File: src/rtl/layer0_input_packer.sv
// Quantizes raw feature beats to 2-bit codes and packs them into the layer-0 input vector.
// Optional LAYER0_INPUT_PACKER_FRAME_CNT_EN adds a 16-bit count of consumed vectors.
module layer0_input_packer #(
    parameter int unsigned NUM_FEATURES = 64,
    parameter int unsigned IN_WIDTH     = 8,
    parameter int unsigned AW           = $clog2(NUM_FEATURES)
) (
    input  logic                      clk,
    input  logic                      rst_n,
    input  logic                      s_valid,
    output logic                      s_ready,
    input  logic [IN_WIDTH-1:0]       s_data,
    input  logic                      s_last,
    input  logic                      cfg_we,
    input  logic [AW-1:0]             cfg_addr,
    input  logic [3*IN_WIDTH-1:0]     cfg_data,
    output logic                      m_valid,
    input  logic                      m_ready,
    output logic [2*NUM_FEATURES-1:0] m_data,
    output logic                      err
`ifdef LAYER0_INPUT_PACKER_FRAME_CNT_EN
    ,
    output logic [15:0]               frame_cnt
`endif
);

    localparam int unsigned DW = 2 * NUM_FEATURES;
    localparam int unsigned TW = 3 * IN_WIDTH;
    localparam logic [AW-1:0] LAST_IDX = AW'(NUM_FEATURES - 1);
    localparam logic [IN_WIDTH-1:0] T0_RST = IN_WIDTH'(1 << (IN_WIDTH - 2));
    localparam logic [IN_WIDTH-1:0] T1_RST = IN_WIDTH'(2 << (IN_WIDTH - 2));
    localparam logic [IN_WIDTH-1:0] T2_RST = IN_WIDTH'(3 << (IN_WIDTH - 2));
    localparam logic [TW-1:0] THR_RST = {T2_RST, T1_RST, T0_RST};

    typedef enum logic {
        FILL = 1'b0,
        HOLD = 1'b1
    } state_e;

    state_e            state_q, state_d;
    logic [AW-1:0]     idx_q, idx_d;
    logic [DW-1:0]     m_data_q, m_data_d;
    logic              s_ready_q, s_ready_d;
    logic              m_valid_q, m_valid_d;
    logic              err_q, err_d;
    logic [TW-1:0]     thr_q [NUM_FEATURES];

    logic              accept_c;
    logic              handshake_c;
    logic              last_slot_c;
    logic              cfg_in_range_c;
    logic [TW-1:0]     thr_sel_c;
    logic [1:0]        code_c;

    assign accept_c       = s_valid && s_ready_q;
    assign handshake_c    = m_valid_q && m_ready;
    assign last_slot_c    = (idx_q == LAST_IDX);
    assign cfg_in_range_c = ({1'b0, cfg_addr} < (AW + 1)'(NUM_FEATURES));

    // Threshold table; the current beat reads the registered value, so a same-cycle write applies to later beats
    always_ff @(posedge clk) begin
        if (!rst_n) begin
            for (int i = 0; i < int'(NUM_FEATURES); i++) begin
                thr_q[i] <= THR_RST;
            end
        end else if (cfg_we && cfg_in_range_c) begin
            thr_q[cfg_addr] <= cfg_data;
        end
    end

    // Unordered thresholds simply yield the count of thresholds met
    always_comb begin
        thr_sel_c = thr_q[idx_q];
        code_c    = 2'({1'b0, s_data >= thr_sel_c[0*IN_WIDTH +: IN_WIDTH]})
                  + 2'({1'b0, s_data >= thr_sel_c[1*IN_WIDTH +: IN_WIDTH]})
                  + 2'({1'b0, s_data >= thr_sel_c[2*IN_WIDTH +: IN_WIDTH]});
    end

    // State register with registered handshake outputs
    always_ff @(posedge clk) begin
        if (!rst_n) begin
            state_q   <= FILL;
            idx_q     <= '0;
            m_data_q  <= '0;
            s_ready_q <= 1'b0;
            m_valid_q <= 1'b0;
            err_q     <= 1'b0;
        end else begin
            state_q   <= state_d;
            idx_q     <= idx_d;
            m_data_q  <= m_data_d;
            s_ready_q <= s_ready_d;
            m_valid_q <= m_valid_d;
            err_q     <= err_d;
        end
    end

    // Next state, beat index and sticky framing error
    always_comb begin
        state_d = state_q;
        idx_d   = idx_q;
        err_d   = err_q;
        case (state_q)
            FILL: begin
                if (accept_c) begin
                    if (s_last || last_slot_c) begin
                        state_d = HOLD;
                        idx_d   = '0;
                    end else begin
                        idx_d = idx_q + AW'(1);
                    end
                    // s_last either early or missing on the final slot
                    if (s_last != last_slot_c) begin
                        err_d = 1'b1;
                    end
                end
            end
            HOLD: begin
                if (handshake_c) begin
                    state_d = FILL;
                end
            end
        endcase
    end

    // Slot write on acceptance, full clear once the vector is consumed
    always_comb begin
        m_data_d = m_data_q;
        if (accept_c) begin
            m_data_d[2*int'(idx_q) +: 2] = code_c;
        end
        if (handshake_c) begin
            m_data_d = '0;
        end
    end

    // Output decode from the next state so the ports come straight from flops
    always_comb begin
        s_ready_d = 1'b0;
        m_valid_d = 1'b0;
        case (state_d)
            FILL: s_ready_d = 1'b1;
            HOLD: m_valid_d = 1'b1;
        endcase
    end

    assign s_ready = s_ready_q;
    assign m_valid = m_valid_q;
    assign m_data  = m_data_q;
    assign err     = err_q;

`ifdef LAYER0_INPUT_PACKER_FRAME_CNT_EN
    logic [15:0] frame_cnt_q;

    // Consumed-vector counter, wraps naturally at 16 bits
    always_ff @(posedge clk) begin
        if (!rst_n) begin
            frame_cnt_q <= '0;
        end else if (handshake_c) begin
            frame_cnt_q <= frame_cnt_q + 16'd1;
        end
    end

    assign frame_cnt = frame_cnt_q;
`endif

endmodule

File: config.mk
export PLATFORM = sky130hd
export DESIGN_NAME = layer0_input_packer
export DESIGN_NICKNAME = d
export VERILOG_FILES = /design/src/rtl/layer0_input_packer.sv
export SDC_FILE = /design/constraint.sdc
export NUM_CORES = 2
export LEC_CHECK = 0
export CAP_MARGIN = 10
export CELL_PAD_IN_SITES_DETAIL_PLACEMENT = 1
export CELL_PAD_IN_SITES_GLOBAL_PLACEMENT = 1
export CORE_UTILIZATION = 45
export CTS_CLUSTER_DIAMETER = 100
export DETAILED_ROUTE_END_ITERATION = 6
export HOLD_SLACK_MARGIN = 0.06
export PLACE_DENSITY = 0.75
export SETUP_SLACK_MARGIN = 0.5
export SLEW_MARGIN = 20
export SYNTH_ARGS = -nofsm -noshare
export SYNTH_HDL_FRONTEND = slang
export SYNTH_SLANG_ARGS = --single-unit
File: constraint.sdc
create_clock -name clk -period 11.9 [get_ports clk]
set_input_delay 2.38 -clock clk [delete_from_list [all_inputs] [get_ports clk]]
set_output_delay 2.38 -clock clk [all_outputs]
set_load 0.1 [all_outputs]
==> results.yml <==
status:
  status: "finished, final reports clean"
critical_path:
  crit_fanout: 49
  cp-end-kind: "register"
  cp.required_ns: 12.63
  critPathKind: "register to register"
  arrival_ns: 8.06
  cp-start-kind: "register"
clock_tree:
  cts_root_buf: "clkbuf_16"
  postCtsSetupRepairBufs: 0
  clockBufferDepth: 3
  tritoncts: "built"
  htreeDepth: 4
  cts_num_sinks: 1679
  clkTransAtPathRegs_ns: 0.06
  clk_latency_ns: 0.85
  cts_resized: 0
  ctsHoldBuffers: 0
  cts_buffers: 178
detailed_routing:
  vias_per_cell: 6.17
  drcViolationCount: 0
  ant_nets: 0
  drtIter0Drc: 5658
  dr.pass1.iters: 5
  routed_wl_um: 236000
  vias: 46614
  wl_per_cell_um: 31.3
power_and_ir_drop:
  power.switching_mw: 3.20
  ir_worst_vdd_mv: 0.168
  clockPowerShare: 0.411
  cellPowerDensity_nw_per_um2: 154
  combPwrFrac: 0.076
  p_leak_nw: 28.1
  intPower_mw: 10.0
  seqPwrFrac: 0.513
  p_total_mw: 13.2
  netSwitchingFraction: 0.242
cells_and_area:
  num-fill-cells: 16123
  drive_gt1_frac: 0.180
  nNetsFinal: 5278
  fin_util: 0.511
  syn_to_final_growth_pct: 12.3
  fin_area_um2: 85700
  final_cells: 7557
timing:
  fin_crit_sh: 0.616
  hold_viol: 0
  period_minus_slack_ns: 7.33
  setup_viol_count_final: 0
  maxSlewViolCount: 0
  timing.fmax_ghz: 0.136
  worst_slack_ns: 4.57
  fin_setup_tns_ns: 0
  slew_headroom: 0.197
  worst_clock_skew_ns: 0.0479
  timing.hold.ws_ns: 0.454
  worstMarginPinSlew_ns: 1.20
  rsz0062_at_grt: "false"
synthesis:
  syn_area_um2: 76300
  syn-num-nets: 5360
  ys_seq_elements: 1679
  synth_edf_count: 1536
  synth_top_area_frac: 0.604
  synth_ff_type: "edfxtp_1"
  synth_top_area_cell: "edfxtp_1"
  synth-async-reset-ratio: 0
  yosysSeqAreaShare: 0.642
  synth_cells: 5287
  yosys.cell_types.count: 62
  yosysWarnings: 0
  synthTopCellsByArea: "edfxtp_1 (60%), mux4_2 (12%), and2_1 (9.9%)"
  avgSynthCellArea_um2: 14.4
floorplan:
  io_pins: 175
  initial_core_util: 0.455
  coreArea_um2: 168000
  rows: 150
  die_x_um: 414
  die_h_um: 414
  die_area_um2: 171000
run:
  drv_cap: 0
global_route:
  grt_usage: 0.277
  grt_max_degree: 96
  antenna_found_initial: 20
  grt_pass1_wl_um: 342000
  grt_overflow: 0
  grt_pass1_vias: 48140
place:
  dp_slack_ns: 4.84
  gp_congestion: 0.980
  placed_area_um2: 80100
  place_inst: 7228
  portBuffers: 174
  dp_hpwl_um: 141000
min_path:
  hp-start: "m_data[101]$_SDFFE_PP0P_"
  hold_path_class: "register to register"
[final cells by class]
class,count,area (µm²),share of cell area
diodes,2,5.00,0.0000584
clock buffers,214,4600,0.0537
clock inverters,112,1020,0.0119
inverters,8,30.0,0.000350
multi-input cells,3023,25600,0.299
flip-flops and latches,1679,49000,0.572
well taps,2204,2760,0.0322
repair buffers,315,2720,0.0317
[path summary, 6_finish.rpt]
path	endpoint	slack (ns)	depth (start not counted)
setup / recovery	m_data[100]$_SDFFE_PP0P_	4.57	21
hold / removal	m_data[101]$_SDFFE_PP0P_	0.45	2
setup reg to reg	m_data[100]$_SDFFE_PP0P_	4.57	21
hold reg to reg	m_data[101]$_SDFFE_PP0P_	0.45	2
[synthesized netlist by cell type (26+ instances only)]
library cell  instances
mux4_2              402
nand2_1             155
o21ai_0             149
a21oi_1              91
nand2b_1             27
nand3_1              82
nand4_1              30
edfxtp_1           1536
buf_2                54
a22o_1               26
ha_1                 28
or3_1               256
buf_1                37
and2_1             1209
dfxtp_1             143
nor3_1               61
o22ai_1              50
mux2i_1              30
and3_1               84
clkbuf_1            456
nor2_1              167
[cells in the final DEF, fill, tap and decap left out, drive strengths merged, types with 26 or more instances in the layout]
cell,n
a21oi,91
a22o,26
and2,1212
and3,84
buf,165
clkbuf,215
clkdlybuf4s50,149
clkinv,89
dfxtp,143
edfxtp,1536
ha,28
mux2i,30
mux4,402
nand2,156
nand2b,27
nand3,83
nand4,30
nor2,167
nor3,62
o21ai,149
o22ai,50
or3,256
[flip-flops by register name (all words and copies together), names as in the netlist, named ones only]
signal   flops
err          1
idx_q        6
m_data     128
s_ready      1
state_q      1
thr_q     1536
[metal layers]
metal,GRT usage,routed length (µm)
met1,0.380,95500
met2,0.443,113000
met3,0.0520,19300
met4,0.0977,8350
met5,0,127
[power groups by stage]
stage	clock network [mW]	registers [mW]	logic (mW)
finish	5.44	6.79	1.00
global route	5.70	6.82	1.04
CTS	5.50	6.80	1.00
detailed placement	0	6.92	0.998
global placement	0	6.89	0.983
floorplan	0	6.89	0.595
[kinds of logic (layout without fill, tap and decap cells)]
kind of cell             count (synthesis)  after routing  synth area share
buffers and inverters                  585            649            0.0316
multiplexers                           432            432             0.123
XOR/XNOR                                 8              8           0.00102
other                                    0              2                 0
adder cells (fa/ha/maj)                 29             29           0.00485
flip-flops                            1679           1679             0.642
AO/OA/AOI/OAI                          424            424            0.0351
AND/OR/NAND/NOR                       2130           2130             0.163
[critical path: stages (launching register included)]
cell      delay [ns]
dfxtp_4         0.87
buf_4           0.61
nor2b_2         0.19
buf_4           0.25
a22o_1          0.24
a221oi_1        0.88
o22ai_1         0.18
or3_1           0.41
ha_1            0.27
nand2b_1        0.14
a21oi_1         0.16
nor2b_1         0.06
o21ai_0         0.18
a21oi_1         0.10
o41ai_1         0.38
fa_1            0.57
buf_4           0.26
a21oi_1         0.53
nand2_1         0.26
nor2_1          0.29
nand4_1         0.13
a21oi_1         0.16
No activity file was read; power rests on OpenSTA's default activity.
